==> src/rtl/mod107_seq_reducer.sv <==
// Streams a wide operand MSB-first in 6-bit chunks through one Horner step to get x mod 107.
// Optional abort input and logic are enabled by defining MOD107_SEQ_ABORT_EN.
module mod107_seq_reducer #(
  parameter int X_W = 400
) (
  input  logic           clk,
  input  logic           rst,
  input  logic           start,
  input  logic [X_W-1:0] x,
`ifdef MOD107_SEQ_ABORT_EN
  input  logic           abort,
`endif
  output logic           busy,
  output logic           done,
  output logic [6:0]     residue
);

  localparam int N_CHUNKS = (X_W + 5) / 6;
  localparam int PAD_W    = N_CHUNKS * 6;
  localparam int CNT_W    = $clog2(N_CHUNKS + 1);

  typedef enum logic [1:0] {
    IDLE = 2'd0,
    RUN  = 2'd1,
    DONE = 2'd2
  } state_t;

  state_t             state_reg, state_next;
  logic [PAD_W-1:0]   sr_reg, sr_next;
  logic [6:0]         acc_reg, acc_next;
  logic [CNT_W-1:0]   cnt_reg, cnt_next;
  logic [6:0]         residue_reg, residue_next;

  // acc*64 + chunk is just a concatenation because the chunk is below 64.
  // The quotient is at most 63, so six restoring-subtract stages of 107*2^k give the exact remainder.
  logic [12:0] rem_stage [0:6];
  logic [6:0]  step_mod;

  assign rem_stage[0] = {acc_reg, sr_reg[PAD_W-1 -: 6]};

  generate
    for (genvar gi = 0; gi < 6; gi++) begin : g_sub
      localparam int K_INT = 107 << (5 - gi);
      assign rem_stage[gi+1] = (rem_stage[gi] >= 13'(K_INT)) ?
                               (rem_stage[gi] - 13'(K_INT)) : rem_stage[gi];
    end
  endgenerate

  assign step_mod = rem_stage[6][6:0];

  always_comb begin
    state_next   = state_reg;
    sr_next      = sr_reg;
    acc_next     = acc_reg;
    cnt_next     = cnt_reg;
    residue_next = residue_reg;
    case (state_reg)
      IDLE, DONE: begin
        if (start) begin
          sr_next          = '0;
          sr_next[X_W-1:0] = x;
          acc_next         = '0;
          cnt_next         = '0;
          state_next       = RUN;
        end else begin
          state_next = IDLE;
        end
      end
      RUN: begin
`ifdef MOD107_SEQ_ABORT_EN
        if (abort) begin
          acc_next   = '0;
          cnt_next   = '0;
          state_next = IDLE;
        end else
`endif
        begin
          acc_next = step_mod;
          sr_next  = sr_reg << 6;
          cnt_next = cnt_reg + CNT_W'(1);
          if (cnt_reg == CNT_W'(N_CHUNKS - 1)) begin
            residue_next = step_mod;
            state_next   = DONE;
          end
        end
      end
      default: state_next = IDLE;
    endcase
  end

  always_ff @(posedge clk) begin
    if (rst) begin
      state_reg   <= IDLE;
      sr_reg      <= '0;
      acc_reg     <= '0;
      cnt_reg     <= '0;
      residue_reg <= '0;
    end else begin
      state_reg   <= state_next;
      sr_reg      <= sr_next;
      acc_reg     <= acc_next;
      cnt_reg     <= cnt_next;
      residue_reg <= residue_next;
    end
  end

  assign busy    = (state_reg == RUN);
  assign done    = (state_reg == DONE);
  assign residue = residue_reg;

endmodule
==> config.mk <==
export PLATFORM = sky130hd
export DESIGN_NAME = mod107_seq_reducer
export DESIGN_NICKNAME = d
export VERILOG_FILES = /design/src/rtl/mod107_seq_reducer.sv
export SDC_FILE = /design/constraint.sdc
export NUM_CORES = 1
export LEC_CHECK = 0
export BUFFER_PORTS_ARGS = -buffer_cell sky130_fd_sc_hd__buf_2
export CORE_MARGIN = 10
export CORE_UTILIZATION = 45
export CTS_BUF_LIST = sky130_fd_sc_hd__clkbuf_2 sky130_fd_sc_hd__clkbuf_4 sky130_fd_sc_hd__clkbuf_8
export DETAILED_ROUTE_END_ITERATION = 6
export PLACE_DENSITY = 0.68
export SKIP_CTS_REPAIR_TIMING = 1
export SLEW_MARGIN = 40
export SYNTH_ARGS = -nofsm -noshare
export SYNTH_HDL_FRONTEND = slang
export SYNTH_SLANG_ARGS = --single-unit
==> constraint.sdc <==
create_clock -name clk -period 10.9 [get_ports clk]
set_input_delay 3.27 -clock clk [delete_from_list [all_inputs] [get_ports clk]]
set_output_delay 3.27 -clock clk [all_outputs]
set_load 0.005 [all_outputs]
==> Flow_metrics.wiki, run 1 <==
{| class="wikitable"
! Metric !! Value
|-
| Core utilization of the finished layout || 55.2%
|-
| Wire length of the first global-routing pass || 94000 µm
|-
| Number of sinks on the clock net || 425
|-
| Max IR drop VDD || 118 µV
|-
| Setup CP Type || flip-flop to flip-flop
|-
| RD Place Congestion || 0.827
|-
| Arrival time reported for the critical path endpoint || 9120 ps
|-
| Family with the most delay on the worst path || simple AND/OR/NAND/NOR gates
|-
| Master cell of the clock root buffer || sky130_fd_sc_hd__clkbuf_8
|-
| Pin slew with the least headroom to its limit || 874 ps
|-
| Number of distinct library cells after synthesis || 101
|-
| ANT nets after route || 0
|-
| Overall die width || 224 µm
|-
| Buffers on Ports || 411
|-
| Overall die height || 224 µm
|-
| Initial antenna violation count || 42
|-
| Area taken by flip-flops and latches || 8510 µm²
|-
| Leakage dissipation || 0.00867 µW
|-
| Number of levels in the clock H-tree || 3
|-
| Flip-flop count of the largest register, all copies and words added || 402
|-
| Congestion Overflow GR || 0
|-
| Portion of the post-synthesis area used by sequential elements || 45.4%
|-
| Multi-input logic area || 9400 µm²
|-
| GRT Resource Usage Total || 22.9%
|-
| Largest net degree at the start of global routing || 214
|-
| Routed vias/inst || 5.75
|-
| Critical-path cell with the highest stage delay || sky130_fd_sc_hd__or4_1
|-
| P&R area growth vs syn || 20.9%
|-
| Vias after detailed routing || 18033
|-
| Clock tree skew after final layout || 28.0 ps
|-
| Commonest non-fill, non-tap cell in the layout || sky130_fd_sc_hd__a21oi_1
|-
| Iteration count of the initial detailed-routing pass || 6
|-
| Clock Path Buffers || 3
|-
| Number of enable flip-flop cells after synthesis || 0
|-
| Dominant cell type by area after synthesis || sky130_fd_sc_hd__dfxtp_1
|-
| Post-route setup TNS || 0 ps
|-
| Clock-pin slew reported for the worst setup and hold paths after clock tree synthesis || 60 ps
|-
| Result of the run || completed
|-
| Pre-CTS setup slack || 2490 ps
|-
| # nets final || 2942
|-
| Worst Path Buf+Inv || 0
|-
| Total power divided by cell area || 210 nW/µm²
|-
| HPWL reported at the end of detailed placement || 42100 µm
|-
| Prevailing post-synth register cell || sky130_fd_sc_hd__dfxtp_1
|-
| Total core area || 41000 µm²
|-
| Vias in the first global route || 17144
|-
| Register bit count reported by yosys || 425
|-
| Final worst-path setup slack || 2360 ps
|-
| Clk_lat worst skew || 650 ps
|-
| Remaining max-slew budget at the tightest pin || 41.7%
|-
| Initial Utilization || 45.7%
|-
| Total setup violations reported at the end of the flow || 0
|-
| Post-Syn Nets || 2640
|-
| Mapped cell area || 18700 µm²
|-
| Clock tree from TritonCTS || yes
|-
| Leading post-synthesis cells by cell area || sky130_fd_sc_hd__dfxtp_1 (45%), sky130_fd_sc_hd__a22oi_1 (16%), sky130_fd_sc_hd__a21oi_1 (11%)
|-
| Maximum clock frequency || 117 MHz
|-
| Die footprint || 50200 µm²
|-
| Crit share post-route || 78.4%
|-
| Cell type with the highest occurrence count on the critical path || sky130_fd_sc_hd__ha_1
|-
| Hold WC Path Type || flip-flop to flip-flop
|-
| Post-Synthesis Cells || 2229
|-
| Highest cell delay on the worst timing path || 570 ps
|-
| Detailed Route Iter0 Violations || 1846
|-
| Share of flip-flops with an asynchronous set or reset after synthesis || 0%
|-
| RSZ-0062 raised after global routing || no
|-
| Mean post-synth cell area || 8.41 µm²
|-
| Most frequent cells in the layout || sky130_fd_sc_hd__a21oi_1 (428), sky130_fd_sc_hd__dfxtp_1 (425), sky130_fd_sc_hd__nand2_1 (415)
|-
| Wire length per cell || 19.4 µm
|-
| Fraction of post-synthesis cell area in the top cell type by area || 45.4%
|-
| Pins over their slew limit || 0
|-
| Number of endpoints with negative hold slack in the final report || 0
|-
| Proportion of layout cells with a drive suffix above 1 || 24.1%
|-
| Critical path endpoint category || flip-flop
|-
| Number of top-level pins || 412
|-
| Data required, critical path || 11480 ps
|-
| Final period demand of the worst path || 8540 ps
|-
| Crit start category || flip-flop
|-
| Number of buffers added by the clock tree synthesis step || 73
|-
| Number of filler instances in the final layout || 3918
|-
| # Max-Cap Violations || 0
|-
| YS warnings || 0
|-
| DRC violation count after routing || 0
|-
| Row Count || 74
|-
| Post-detailed-routing wire length || 61000 µm
|-
| Maximum net fanout on the critical path || 11
|}
## layer usage
layer / track usage, % / part of all wire [%] / vias to the layer above
met1: 27.5 / 41 / 8579
met2: 38.1 / 49 / 489
li1: - / - / 8799
met4: 7.77 / 2.3 / 42
met3: 7.28 / 6.5 / 124
met5: 0 / 0.47 / -
## worst reg2reg max path: cells and delay by family (launching register included)
family                   cells  cell delay [ps]
AND/OR/NAND/NOR             10             3260
AO/OA/AOI/OAI               14             3250
adder cells (fa/ha/maj)      4             1040
XOR/XNOR                     3              550
flip-flops                   1              410
## logic make-up (layout without fill, tap and decap cells)
logic type      Yosys count  count (layout)  share of synthesized area, %
compound gates          978             978                          34.3
simple gates            571             571                          13.2
flops                   425             425                          45.4
buf+inv                 212             567                          4.53
xor+xnor                 23              23                          1.20
mux                      12              12                         0.821
fa+ha+maj                 8               8                         0.534
other cells               0              21                             0
## metrics by stage
| step | hold slack (ps) | instances | power, µW | cell area, µm² |
|---|---|---|---|---|
| finish | 446 | 3137 | 4750 | 22700 |
| global route | 465 | 3132 | 5020 | 22600 |
| CTS | 451 | 3114 | 4770 | 22500 |
| global placement | 438 | 2981 | 3170 | 20800 |
| detailed placement | 442 | 2986 | 3200 | 20900 |
| floorplan | 437 | 2229 | 2840 | 18700 |
## cell type report
cell class                      count  area share, %
Timing Repair Buffer              429           10.5
Multi-Input combinational cell   1592           41.5
Clock buffer                      115           6.27
Clock inverter                     13          0.790
Antenna cell                       21          0.232
Inverter                           10          0.199
Sequential cell                   425           37.5
Tap cell                          532           2.94
## synthesized netlist by cell type, types with 5 or more instances
library cell and n:
sky130_fd_sc_hd__a211o_1 6, sky130_fd_sc_hd__a211oi_1 6, sky130_fd_sc_hd__a21oi_1 428, sky130_fd_sc_hd__a22oi_1 404, sky130_fd_sc_hd__and2_1 7, sky130_fd_sc_hd__and3_1 5, sky130_fd_sc_hd__buf_1 10, sky130_fd_sc_hd__buf_2 7
sky130_fd_sc_hd__clkbuf_1 177, sky130_fd_sc_hd__dfxtp_1 425, sky130_fd_sc_hd__ha_1 8, sky130_fd_sc_hd__inv_1 10, sky130_fd_sc_hd__nand2_1 415, sky130_fd_sc_hd__nand2b_1 10, sky130_fd_sc_hd__nand3_1 13, sky130_fd_sc_hd__nand3b_1 5
sky130_fd_sc_hd__nand4_1 5, sky130_fd_sc_hd__nor2_1 50, sky130_fd_sc_hd__nor3_1 11, sky130_fd_sc_hd__nor3b_1 6, sky130_fd_sc_hd__o211ai_1 5, sky130_fd_sc_hd__o21a_1 6, sky130_fd_sc_hd__o21ai_0 27, sky130_fd_sc_hd__o21ai_1 13
sky130_fd_sc_hd__or2_2 8, sky130_fd_sc_hd__xnor2_1 18
## where the power goes
| group | internal [µW] | switching, µW |
|---|---|---|
| Combinational | 552 | 884 |
| Sequential | 1670 | 78.4 |
| Clock | 904 | 663 |
| Total | 3120 | 1630 |
## worst paths after layout
path                           startpoint                 endpoint  slack [ps]  depth (start not counted)
setup / recovery  acc_reg[0]$_SDFFE_PP0P_  residue[0]$_SDFFE_PP0P_        2360                         31
hold / removal    residue[5]$_SDFFE_PP0P_  residue[5]$_SDFFE_PP0P_         450                          2
setup reg to reg  acc_reg[0]$_SDFFE_PP0P_  residue[0]$_SDFFE_PP0P_        2360                         31
hold reg to reg   residue[5]$_SDFFE_PP0P_  residue[5]$_SDFFE_PP0P_         450                          2
Note: power is estimated with default switching activity, not from simulation.
==> run 2, diff against run 1 <==
--- a/config.mk
+++ b/config.mk
@@ -5,6 +5,7 @@
 export SDC_FILE = /design/constraint.sdc
 export NUM_CORES = 1
 export LEC_CHECK = 0
+export ABC_AREA = 1
 export BUFFER_PORTS_ARGS = -buffer_cell sky130_fd_sc_hd__buf_2
 export CORE_MARGIN = 10
 export CORE_UTILIZATION = 45
==> constraint.sdc (replaced) <==
create_clock -name clk -period 8.9 [get_ports clk]
set_input_delay 2.67 -clock clk [delete_from_list [all_inputs] [get_ports clk]]
set_output_delay 2.67 -clock clk [all_outputs]
set_load 0.005 [all_outputs]
==> Flow_metrics.wiki, run 2 <==
{| class="wikitable"
! Metric !! Value
|-
| Prevailing post-synth register cell || sky130_fd_sc_hd__dfxtp_1
|-
| Core utilization of the finished layout || 54.5%
|-
| Maximum clock frequency || 169 MHz
|-
| Area taken by flip-flops and latches || 8510 µm²
|-
| Critical-path cell with the highest stage delay || sky130_fd_sc_hd__dfxtp_1
|-
| Setup CP Type || flip-flop to flip-flop
|-
| Iteration count of the initial detailed-routing pass || 7
|-
| Internal reg-to-reg setup slack || 2990 ps
|-
| Die footprint || 50600 µm²
|-
| Post-Synthesis Cells || 2737
|-
| Total setup violations reported at the end of the flow || 0
|-
| Cell count after placement || 3510
|-
| Number of top-level pins || 412
|-
| Total core area || 41800 µm²
|-
| Hold Path Cell Cnt || 2
|-
| Max IR drop VDD || 157 µV
|-
| RSZ-0062 raised after global routing || no
|-
| Mean post-synth cell area || 6.90 µm²
|-
| Data required, critical path || 9400 ps
|-
| Clock-pin slew reported for the worst setup and hold paths after clock tree synthesis || 60 ps
|-
| HPWL reported at the end of detailed placement || 40200 µm
|-
| Hold WC Path Type || flip-flop to flip-flop
|-
| Routed vias/inst || 5.30
|-
| Clock Path Buffers || 3
|-
| Wire length per cell || 16.5 µm
|-
| Overall die width || 225 µm
|-
| Row Count || 75
|-
| Leakage dissipation || 0.00934 µW
|-
| Initial antenna violation count || 15
|-
| Leading post-synthesis cells by cell area || sky130_fd_sc_hd__dfxtp_1 (45%), sky130_fd_sc_hd__nand2_1 (28%), sky130_fd_sc_hd__a31oi_1 (13%)
|-
| Clock tree skew after final layout || 23.6 ps
|-
| ANT nets after route || 0
|-
| Critical path endpoint category || flip-flop
|-
| Startpoint of the worst register-to-register path || acc_reg[0]$_SDFFE_PP0P_
|-
| Number of sinks on the clock net || 425
|-
| Final Instance Area || 22800 µm²
|-
| Post-Syn Nets || 3148
|-
| RD Place Congestion || 0.852
|-
| Share of flip-flops with an asynchronous set or reset after synthesis || 0%
|-
| Buffers on Ports || 411
|-
| Detailed Route Iter0 Violations || 1907
|-
| Sequential cell fraction of total power || 33.9%
|-
| Crit share post-route || 66.4%
|-
| Share of total power consumed by net switching || 39.2%
|-
| P&R area growth vs syn || 20.4%
|-
| Overall die height || 225 µm
|-
| Flip-flop count of the largest register, all copies and words added || 402
|-
| Clk_lat worst skew || 610 ps
|-
| Dominant cell type by area after synthesis || sky130_fd_sc_hd__dfxtp_1
|-
| Arrival time reported for the critical path endpoint || 6410 ps
|-
| Total power divided by cell area || 276 nW/µm²
|-
| Clock tree from TritonCTS || yes
|-
| Vias in the first global route || 18742
|-
| Instance area after placement || 21100 µm²
|-
| Largest net degree at the start of global routing || 215
|-
| Net Switching || 2460 µW
|-
| Internal power summed over all cells || 3820 µW
|-
| Number of buffers added by the clock tree synthesis step || 73
|-
| Min-delay src || sr_reg[0]$_SDFFE_PP0P_
|-
| Pin slew with the least headroom to its limit || 801 ps
|-
| List of most frequent post-synthesis cells || sky130_fd_sc_hd__nand2_1 (1392), sky130_fd_sc_hd__dfxtp_1 (425), sky130_fd_sc_hd__a31oi_1 (394), sky130_fd_sc_hd__clkbuf_1 (171)
|-
| Crit start category || flip-flop
|-
| Multi-input logic area || 9380 µm²
|-
| Pins over their slew limit || 0
|-
| Cell with the most instances after synthesis || sky130_fd_sc_hd__nand2_1
|-
| Post-route setup TNS || 0 ps
|-
| Number of levels in the clock H-tree || 3
|-
| Hold Path Sink || sr_reg[0]$_SDFFE_PP0P_
|-
| Cell type with the highest occurrence count on the critical path || sky130_fd_sc_hd__nand2_1
|-
| # nets final || 3462
|-
| Length in cells of the worst reg-to-reg path || 48
|-
| Post-detailed-routing wire length || 60100 µm
|-
| Most frequent cells in the layout || sky130_fd_sc_hd__nand2_1 (1392), sky130_fd_sc_hd__dfxtp_1 (425), sky130_fd_sc_hd__buf_2 (410)
|-
| Master cell of the clock root buffer || sky130_fd_sc_hd__clkbuf_8
|-
| DRC violation count after routing || 0
|-
| Portion of the post-synthesis area used by sequential elements || 45.0%
|-
| Maximum net fanout on the critical path || 12
|-
| Post-route non-filler standard cell count || 3649
|-
| Congestion Overflow GR || 0
|-
| Result of the run || completed
|-
| Comb power frac || 36.8%
|-
| Mapped cell area || 18900 µm²
|-
| # Max-Cap Violations || 0
|-
| Wire length of the first global-routing pass || 95700 µm
|-
| Highest cell delay on the worst timing path || 360 ps
|-
| End of the worst register-to-register path || residue[0]$_SDFFE_PP0P_
|-
| Number of endpoints with negative hold slack in the final report || 0
|-
| Register bit count reported by yosys || 425
|-
| GRT Resource Usage Total || 22.7%
|-
| Number of enable flip-flop cells after synthesis || 0
|-
| Final period demand of the worst path || 5910 ps
|-
| Number of filler instances in the final layout || 4097
|-
| Vias after detailed routing || 19337
|-
| Commonest non-fill, non-tap cell in the layout || sky130_fd_sc_hd__nand2_1
|-
| Proportion of layout cells with a drive suffix above 1 || 20.0%
|-
| Remaining max-slew budget at the tightest pin || 46.6%
|-
| Number of distinct library cells after synthesis || 35
|-
| Clock share of power || 29.2%
|-
| Fraction of post-synthesis cell area in the top cell type by area || 45.0%
|-
| Initial Utilization || 45.2%
|-
| YS warnings || 0
|}
run 2: per-stage QoR:
stage / total power (µW) / worst slack (ps) / hold WS (ps)
finish: 6280 / 2990 / 466
global route: 6730 / 2300 / 477
CTS: 6280 / 3000 / 465
detailed placement: 4430 / 3030 / 456
global placement: 4390 / 3220 / 450
floorplan: 3890 / 3880 / 441
run 2: logic make-up after synthesis:
logic type               after synthesis  share of synthesized area, %
AO/OA/AOI/OAI                        439                          14.4
XOR/XNOR                              12                         0.556
adder cells (fa/ha/maj)                8                         0.530
buffers and inverters                268                          5.40
flip-flops                           425                          45.0
AND/OR/NAND/NOR                     1585                          34.1
run 2: worst max path at each step:
stage / slack [ps] / from / endpoint
after floorplan: 3880 / acc_reg[0]$_SDFFE_PP0P_ / residue[0]$_SDFFE_PP0P_
after global placement: 3220 / acc_reg[0]$_SDFFE_PP0P_ / residue[0]$_SDFFE_PP0P_
after detailed placement: 3030 / acc_reg[0]$_SDFFE_PP0P_ / residue[0]$_SDFFE_PP0P_
after CTS: 3000 / acc_reg[0]$_SDFFE_PP0P_ / residue[0]$_SDFFE_PP0P_
after global routing: 2300 / acc_reg[0]$_SDFFE_PP0P_ / residue[4]$_SDFFE_PP0P_
final: 2990 / acc_reg[0]$_SDFFE_PP0P_ / residue[0]$_SDFFE_PP0P_
run 2: power groups by stage:
| stage | combinational, µW | clock, µW | sequential, µW |
|---|---|---|---|
| after floorplan | 1750 | 0 | 2140 |
| after global placement | 2230 | 0 | 2160 |
| after detailed placement | 2270 | 0 | 2170 |
| after CTS | 2280 | 1880 | 2130 |
| after global routing | 2620 | 1970 | 2150 |
| final | 2310 | 1830 | 2130 |
run 2: critical path: cells and delay by family, from the launching register on:
| kind | cells | cell delay, ps |
|---|---|---|
| AOI/OAI and AO/OA | 1 | 190 |
| buffers and inverters | 6 | 330 |
| and+or+nand+nor | 37 | 4100 |
| DFF | 1 | 360 |
| adders and majority gates | 4 | 800 |
run 2: cell type report:
type	instances	area share [%]
Antenna cell	12	0.132
Clock buffer	115	6.30
Clock inverter	7	0.319
Inverter	83	1.46
Multi-Input combinational cell	2044	41.2
Sequential cell	425	37.4
Tap cell	539	2.96
Timing Repair Buffer	424	10.2
run 2: routing by layer:
metal	vias to the layer above	track usage (%)	share of wire [%]	wire length, µm
li1	9675	-	-	-
met1	8970	28.4	43	26000
met2	567	36.6	47	28400
met3	119	5.45	6.3	3770
met4	6	9.39	3.1	1870
met5	-	0	0.082	49
